--- src/rtl/fusion_pe_acc.sv ---
// Run-time fused 2b/4b/8b bitbrick multiplier with a pipelined shift-add tree and group accumulator.
// Optional saturating accumulation with a sticky out_ovf flag: define FUSION_PE_SAT_EN.
module fusion_pe_acc #(
  parameter int N_BB  = 16,
  parameter int ACC_W = 24
) (
  input  logic              clk,
  input  logic              reset,
  input  logic              in_valid,
  output logic              in_ready,
  input  logic              in_last,
  input  logic [1:0]        mode,
  input  logic              sign_x,
  input  logic              sign_y,
  input  logic [2*N_BB-1:0] x,
  input  logic [2*N_BB-1:0] y,
  output logic              out_valid,
  input  logic              out_ready,
  output logic [ACC_W-1:0]  out_data,
  output logic              out_ovf
);
  localparam int SUM_W = 16 + $clog2(N_BB) + 1;

  logic                    w_stall;
  logic                    r_s0_valid, r_s0_last, r_s0_sx, r_s0_sy;
  logic [1:0]              r_s0_mode;
  logic [2*N_BB-1:0]       r_s0_x, r_s0_y;
  logic                    r_s1_valid, r_s1_last;
  logic [1:0]              r_s1_mode;
  logic signed [5:0]       r_s1_prod [N_BB];
  logic signed [5:0]       w_prod [N_BB];
  logic signed [SUM_W-1:0] w_term [N_BB];
  logic signed [SUM_W-1:0] w_tree_sum;
  logic                    r_s2_valid, r_s2_last;
  logic signed [SUM_W-1:0] r_s2_sum;
  logic signed [ACC_W-1:0] r_acc;
  logic signed [ACC_W-1:0] w_acc_next;
  logic [ACC_W-1:0]        r_out_data;
  logic                    r_out_valid;

  assign w_stall   = r_out_valid && !out_ready;
  assign in_ready  = !w_stall;
  assign out_valid = r_out_valid;
  assign out_data  = r_out_data;

  // Each brick picks its 2-bit chunks from the fusion position; only MSB chunks honour the sign flags.
  for (genvar gi = 0; gi < N_BB; gi++) begin : g_brick
    localparam int XC4 = (gi % 4) % 2;
    localparam int YC4 = (gi % 4) / 2;
    localparam int XC8 = (gi % 16) % 4;
    localparam int YC8 = (gi % 16) / 4;
    localparam int B4  = 4 * (gi / 4);
    localparam int B8  = 8 * (gi / 16);
    localparam int SH4 = 2 * (XC4 + YC4);
    localparam int SH8 = 2 * (XC8 + YC8);

    logic [1:0]              w_xa, w_ya;
    logic                    w_xs, w_ys;
    logic signed [5:0]       w_mul;
    logic signed [SUM_W-1:0] w_ext;

    always_comb begin
      w_xa = r_s0_x[2*gi +: 2];
      w_ya = r_s0_y[2*gi +: 2];
      w_xs = r_s0_sx;
      w_ys = r_s0_sy;
      case (r_s0_mode)
        2'd1: begin
          w_xa = r_s0_x[B4 + 2*XC4 +: 2];
          w_ya = r_s0_y[B4 + 2*YC4 +: 2];
          w_xs = r_s0_sx && (XC4 == 1);
          w_ys = r_s0_sy && (YC4 == 1);
        end
        2'd2: begin
          w_xa = r_s0_x[B8 + 2*XC8 +: 2];
          w_ya = r_s0_y[B8 + 2*YC8 +: 2];
          w_xs = r_s0_sx && (XC8 == 3);
          w_ys = r_s0_sy && (YC8 == 3);
        end
        default: ;
      endcase
    end

    assign w_mul       = $signed({w_xs & w_xa[1], w_xa}) * $signed({w_ys & w_ya[1], w_ya});
    assign w_prod[gi]  = (r_s0_mode == 2'd3) ? 6'sd0 : w_mul;
    assign w_ext       = SUM_W'(r_s1_prod[gi]);
    assign w_term[gi]  = (r_s1_mode == 2'd1) ? (w_ext <<< SH4) :
                         (r_s1_mode == 2'd2) ? (w_ext <<< SH8) : w_ext;
  end

  always_comb begin
    w_tree_sum = '0;
    for (int i = 0; i < N_BB; i++) begin
      w_tree_sum = w_tree_sum + w_term[i];
    end
  end

`ifdef FUSION_PE_SAT_EN
  localparam int ADD_W = ((ACC_W > SUM_W) ? ACC_W : SUM_W) + 1;
  localparam logic signed [ADD_W-1:0] MAX_V = {{(ADD_W-ACC_W+1){1'b0}}, {(ACC_W-1){1'b1}}};
  localparam logic signed [ADD_W-1:0] MIN_V = {{(ADD_W-ACC_W+1){1'b1}}, {(ACC_W-1){1'b0}}};

  logic signed [ADD_W-1:0] w_add_full;
  logic                    w_clamp_hi, w_clamp_lo, w_clamp;
  logic                    r_grp_ovf, r_out_ovf;

  assign w_add_full = ADD_W'(r_acc) + ADD_W'(r_s2_sum);
  assign w_clamp_hi = w_add_full > MAX_V;
  assign w_clamp_lo = w_add_full < MIN_V;
  assign w_clamp    = w_clamp_hi || w_clamp_lo;
  assign w_acc_next = w_clamp_hi ? MAX_V[ACC_W-1:0] :
                      w_clamp_lo ? MIN_V[ACC_W-1:0] : w_add_full[ACC_W-1:0];
  assign out_ovf    = r_out_ovf;

  always_ff @(posedge clk or negedge reset) begin
    if (!reset) begin
      r_grp_ovf <= 1'b0;
      r_out_ovf <= 1'b0;
    end else if (!w_stall && r_s2_valid) begin
      if (r_s2_last) begin
        r_out_ovf <= r_grp_ovf || w_clamp;
        r_grp_ovf <= 1'b0;
      end else begin
        r_grp_ovf <= r_grp_ovf || w_clamp;
      end
    end
  end
`else
  assign w_acc_next = r_acc + ACC_W'(r_s2_sum);
  assign out_ovf    = 1'b0;
`endif

  always_ff @(posedge clk or negedge reset) begin
    if (!reset) begin
      r_s0_valid  <= 1'b0;
      r_s0_last   <= 1'b0;
      r_s0_sx     <= 1'b0;
      r_s0_sy     <= 1'b0;
      r_s0_mode   <= '0;
      r_s0_x      <= '0;
      r_s0_y      <= '0;
      r_s1_valid  <= 1'b0;
      r_s1_last   <= 1'b0;
      r_s1_mode   <= '0;
      for (int i = 0; i < N_BB; i++) r_s1_prod[i] <= '0;
      r_s2_valid  <= 1'b0;
      r_s2_last   <= 1'b0;
      r_s2_sum    <= '0;
      r_acc       <= '0;
      r_out_data  <= '0;
      r_out_valid <= 1'b0;
    end else if (!w_stall) begin
      r_s0_valid <= in_valid;
      r_s0_last  <= in_last;
      r_s0_sx    <= sign_x;
      r_s0_sy    <= sign_y;
      r_s0_mode  <= mode;
      r_s0_x     <= x;
      r_s0_y     <= y;
      r_s1_valid <= r_s0_valid;
      r_s1_last  <= r_s0_last;
      r_s1_mode  <= r_s0_mode;
      for (int i = 0; i < N_BB; i++) r_s1_prod[i] <= w_prod[i];
      r_s2_valid <= r_s1_valid;
      r_s2_last  <= r_s1_last;
      r_s2_sum   <= w_tree_sum;
      // Not stalled means any pending result is being consumed this edge.
      r_out_valid <= 1'b0;
      if (r_s2_valid) begin
        if (r_s2_last) begin
          r_out_data  <= w_acc_next;
          r_out_valid <= 1'b1;
          r_acc       <= '0;
        end else begin
          r_acc <= w_acc_next;
        end
      end
    end
  end
endmodule
--- config.mk ---
export PLATFORM = sky130hd
export DESIGN_NAME = fusion_pe_acc
export DESIGN_NICKNAME = d
export VERILOG_FILES = /design/src/rtl/fusion_pe_acc.sv
export SDC_FILE = /design/constraint.sdc
export NUM_CORES = 1
export LEC_CHECK = 0
export CORE_MARGIN = 2
export CORE_UTILIZATION = 40
export CTS_CLUSTER_DIAMETER = 150
export DETAILED_ROUTE_END_ITERATION = 10
export GPL_ROUTABILITY_DRIVEN = 0
export PLACE_DENSITY_LB_ADDON = 0.05
export SYNTH_ARGS = -nofsm -noshare
export SYNTH_HDL_FRONTEND = slang
export SYNTH_SLANG_ARGS = --single-unit
--- constraint.sdc ---
create_clock -name clk -period 7.6 [get_ports clk]
set_input_delay 1.52 -clock clk [delete_from_list [all_inputs] [get_ports clk]]
set_output_delay 1.52 -clock clk [all_outputs]
set_load 0.03 [all_outputs]
Yosys cells after proc, flatten, opt, wreduce, memory -nomap -nowiden

Index checks and enable logic that the tools add are counted.
W data, S select, Z words.

Reduce and logical (&&, ||, !) cells: 6
Equality and inequality tests: 5
Multiply operators: 16
Bitwise operators: 33
$add $sub $neg: 16
Multiplexer cells: 83

Operator list:

| operator         | count |
|---|---|
| $mul A3 B3 Y6    | 16 |
| $mux W6          | 16 |
| $pmux W2 S2      | 24 |
| $mux W11         | 8 |
| $mux W13         | 6 |
| $mux W15         | 4 |
| $mux W9          | 6 |
| $mux W17         | 2 |
| $and A1 B1 Y1    | 32 |
| $mux W7          | 4 |
| $add A24 B21 Y24 | 1 |
| $mux W24         | 1 |
| $add A20 B16 Y21 | 1 |
| $add A21 B12 Y21 | 1 |
| $add A21 B14 Y21 | 1 |
| $add A21 B16 Y21 | 1 |
| $add A21 B18 Y21 | 1 |
| $add A19 B14 Y20 | 1 |
| $add A18 B12 Y19 | 1 |
| $add A17 B10 Y18 | 1 |
| $add A16 B14 Y17 | 1 |
| $add A15 B12 Y16 | 1 |
| $add A14 B10 Y15 | 1 |
| $add A13 B8 Y14  | 1 |
| other kinds (13) | 27 |

Output and inout bits: 27
Register bits after elaboration: 242

Longest topological paths before layout

Depth in word-level cells: 18
Depth in mapped cells: 27

Worst setup path before layout

Ideal clock, no wire load.

Path kind: flip-flop to flip-flop
From: register r_s1_mode[1]
To: register r_s2_sum[20]
Clock period less this slack: 6.887 ns
Stages on the path, launching flop included: 24
Data required time: 7.518 ns
Path slack: 0.713 ns
Arrival: 6.805 ns
Cell sequence: dfrtp_1 > buf_1 > buf_1 > buf_1 > mux2i_1 > a21oi_1 > fa_1 > fa_1 > fa_1 > fa_1 > fa_1 > inv_1 > fa_1 > inv_1 > ha_1 > fa_1 > a21oi_1 > o22ai_1 > o211ai_1 > a21boi_1 > o31a_1 > o21a_1 > or3b_1 > a31oi_1

Cells in the longest elaborated chain, start to end: 18
Elaborated cells between the ends (all ways): 47

Ends and longest elaborated chain:

| item                   | line | RTL |
|---|---|---|
| from (decl)            | 29   | `logic [1:0] r_s1_mode;` |
| from (signal assigned) | 162  | `r_s1_mode <= r_s0_mode;` |
| $eq A2 B2 Y1           | 88   | `(r_s1_mode == 2'd2) ? (w_ext <<< SH8) : w_ext;` |
| $mux W7                | 88   |  |
| $mux W7                | 87   | `assign w_term[gi] = (r_s1_mode == 2'd1) ? (w_ext <<< SH4) :` |
| $add A6 B8 Y9          | 94   | `w_tree_sum = w_tree_sum + w_term[i];` |
| $add A9 B10 Y11        | 94   |  |
| $add A11 B12 Y13       | 94   |  |
| $add A13 B8 Y14        | 94   |  |
| $add A14 B10 Y15       | 94   |  |
| [2 not listed]         | -    |  |
| $add A17 B10 Y18       | 94   |  |
| $add A18 B12 Y19       | 94   |  |
| $add A19 B14 Y20       | 94   |  |
| $add A20 B16 Y21       | 94   |  |
| $add A21 B12 Y21       | 94   |  |
| $add A21 B14 Y21       | 94   |  |
| $add A21 B16 Y21       | 94   |  |
| $add A21 B18 Y21 (*)   | 94   |  |
| to (signal assigned)   | 166  | `r_s2_sum <= w_tree_sum;` |
| to (decl)              | 35   | `logic signed [SUM_W-1:0] r_s2_sum;` |

Mark *: on every way between the ends. The rest lies on a longest branch, timed or not.
A chain may end at the register's enable or synchronous reset.

Worst setup path in the final report

From: register r_s1_mode[1]
To: register r_s2_sum[19]

The elaborated chain is that of the path after synthesis.

==> metrics.txt <==
clock root cell=clkbuf_16; Final Max Tran Viols=0; unrepaired setup endpoints after global routing=false; Crit path max-delay family=adder cells; worst hold path type=reg2reg; Seq/Total Area, Yosys=between 20% and 30%; CP peak stage delay=roughly 550 ps; crit path DAT=about 7500 ps; Worst-Skew Late Latency=between 500 and 600 ps; area of the multi-input gates=15,690 µm²; metal2 WL=between 30 and 40 mm; Setup Buffers After CTS=0; met3 routed WL=roughly 3.0 mm; CP most frequent cell=fa_1; Setup WS post-layout=about 490 ps; Layout area overhead=12.34%; number of remaining DRC errors=0; minimum clock period=roughly 7100 ps; Mapped Nets=a little over 3,000; Initial Utilization=between 40% and 50%; mux cell area share after synthesis=approximately 2.4%; Syn Area/Cell=between 9 and 10 µm²; CTS clk-pin slew, worst paths=around 60 ps; Total Routing Usage GR=between 20% and 30%; fraction of layout cells with a size suffix above 1=5.486%; Synth Area in Simple Gates=between 10% and 20%; Met1 Wirelength=~32 mm; post_cts resized=0; antenna cells=0; routed len/inst=between 20 and 25 µm; RR Startpoint=r_s1_mode[1]; CP endpoint kind=register; Via Count=17,930; Setup crit end=r_s2_sum[19]; CTS Buffer Depth=3; I/O pin total=100; CP cell instances=clkinv_1 > nor2_4 > buf_4 > buf_4 > nor2_1 > a21oi_1 > fa_1 > fa_1 > inv_1 > fa_1 > fa_1 > fa_1 > inv_1 > fa_1 > inv_1 > ha_1 > nand3_1 > o2111ai_1 > a41oi_1 > nor2_1 > a221oi_1 > o21bai_1 > mux2i_1 > o211ai_1; Die Height=246.7 µm; Iter 0 DRT Violations=1,244; worst reg2reg setup slack=between 400 and 500 ps; I/O Buffers=between 90 and 100; final instance area=around 26,000 µm²; Worst slew margin=between 30% and 40%; first-pass GRT wire length=~110 mm; synth warn=0; post-synthesis cell type count=64; Core ar.=~58,000 µm²; WP depth=24; Worst path slowest cell=fa_1; CP Launch Type=register; adder-cell area share of the yosys netlist=33.22%; FF+latch count, synth=approximately 240; Required @ worst endpoint=8030 ps; ANT nets after route=0; uppermost layer routed=met5; Slew @ Worst Pin=just under 1000 ps; Num CTS Buffers=30; chip width=246.7 µm; DP HPWL=around 58 mm; vias in the first global route=~19,000; initial antenna violation count=1; status=complete, no violations; final hold viol count=0; final setup fails=0; Compound-Gate Fraction of Synth Area=between 10% and 20%; Post-DP Area=approximately 25,000 µm²; commonest non-fill, non-tap cell in the layout=nand2_1; Post-Synthesis Cells=around 2,600; Post-Syn Area=between 20,000 and 25,000 µm²; number of flops mapped to enable cells by yosys=0; Main synth FF type=dfrtp_1; combinational family with the most area after synthesis=adder cells; fin util=45.62%; critical path class=reg2reg; max_cap viols=0; xor/xnor share of the synthesized area=3.345%; most frequent cells in the layout=nand2_1, inv_1, fa_1; period utilisation layout=93.60%; ys async rst share=100.0%; hold_buf cts=0; Buf/Inv on CP=6; max frequency=roughly 0.14 GHz; Final TNS setup=0 ps; Overflow after GRT=0; largest net degree at the start of global routing=approximately 140; full die area=approximately 61,000 µm²; clk sinks=242; TritonCTS clock tree=done; Critical Path Start=r_s1_mode[1]; vias per cell=around 5.3; WL final=71.98 mm; TritonRoute pass-1 iters=5; CP Max Fanout=43; H-tree Lvls=1; FF/Latch Area=slightly above 6000 µm²; Final #Nets=about 3,100; R2R cell count=24; Clock Skews=about 29 ps; pre-CTS setup slack=539.0 ps; reg2reg end=r_s2_sum[19]; row count=88; fill count=between 5,000 and 6,000
worst min path at each step:
| stage | from | cells after the start | to | slack [ps] |
|---|---|---|---|---|
| after floorplan | r_s0_x[20] | 2 | r_s0_x[20] | 430 |
| after CTS | r_s1_last | 2 | r_s1_last | 470 |
| final | r_s1_last | 2 | r_s1_last | 460 |
| after detailed placement | r_s1_last | 2 | r_s1_last | 460 |
| after global placement | r_s0_last | 2 | r_s0_last | 450 |
| after global routing | r_s0_last | 2 | r_s0_last | 490 |
metrics by stage:
step	hold WS (ps)	cells
detailed placement	456.8	3352
global placement	450.2	3352
floorplan	433.4	2576
finish	464.6	3408
CTS	469.7	3408
global route	493.1	3408
worst register-to-register path: stages (launching register included):
cell	delay [ps]
dfrtp_2	410
clkinv_1	120
nor2_4	130
buf_4	320
buf_4	450
nor2_1	160
a21oi_1	210
fa_1	470
fa_1	520
inv_1	60
fa_1	550
fa_1	430
fa_1	500
inv_1	50
fa_1	530
inv_1	60
ha_1	360
nand3_1	140
o2111ai_1	180
a41oi_1	400
nor2_1	110
a221oi_1	410
o21bai_1	130
mux2i_1	160
o211ai_1	100
cells in the mapped netlist (12+ instances only):
master / count / share of area (%)
nor2b_1: 30 / 0.80
nor3_1: 15 / 0.32
nand2b_1: 14 / 0.37
o21ai_0: 107 / 2.3
xor2_1: 46 / 1.7
a22o_1: 48 / 1.8
a22oi_1: 12 / 0.38
and2_1: 19 / 0.50
fa_1: 316 / 27
xnor2_1: 44 / 1.6
nand3b_1: 34 / 1.1
o211ai_1: 12 / 0.38
mux2i_1: 25 / 1.1
buf_1: 15 / 0.24
a21oi_1: 128 / 2.7
clkbuf_1: 101 / 1.6
nor2_1: 93 / 1.5
dfrtp_1: 242 / 26
nand2_1: 518 / 8.3
o41ai_1: 15 / 0.56
mux2_2: 29 / 1.4
inv_1: 371 / 5.9
or2_2: 13 / 0.35
nand3_1: 35 / 0.74
o31ai_1: 33 / 1.1
ha_1: 120 / 6.4
a21o_1: 33 / 1.1
and3_1: 28 / 0.74
final cells by class:
type                            count  area share (%)
Multi-Input combinational cell   1843           59.27
Sequential cell                   242           22.88
Clock inverter                     16          0.9122
Timing Repair Buffer              129           4.651
Clock buffer                       40           3.360
Inverter                          373           5.308
Tap cell                          765           3.616
flip-flops by register name (all words and copies together) (netlist names):
register       flops
r_s2_sum          21
r_s1_mode          2
r_s2_last          1
r_s0_sy            1
out_valid          1
r_s0_last          1
r_s0_valid         1
r_s0_mode          2
r_s1_last          1
r_acc             24
r_s1_valid         1
g_brick.w_ext     96
r_s0_sx            1
r_s0_y            32
r_s0_x            32
r_s2_valid         1
out_data          24
cells by family (layout without fill, tap and decap cells):
family	count (synthesis)	in the layout
mux	54	54
fa+ha+maj	436	436
simple gates	817	817
buf+inv	491	558
flops	242	242
compound gates	445	445
xor+xnor	90	90
other cells	1	1
routing by layer:
layer  vias to the layer above  track usage [%]
met2                       436            40.98
met4                         2            5.847
met3                        89            2.453
met1                      9054            33.43
met5                         -                0
li1                       8351                -
Power is left out: the tool's default activity adds up to more than one toggle a clock period on the data nets, which glitch-free logic cannot reach.
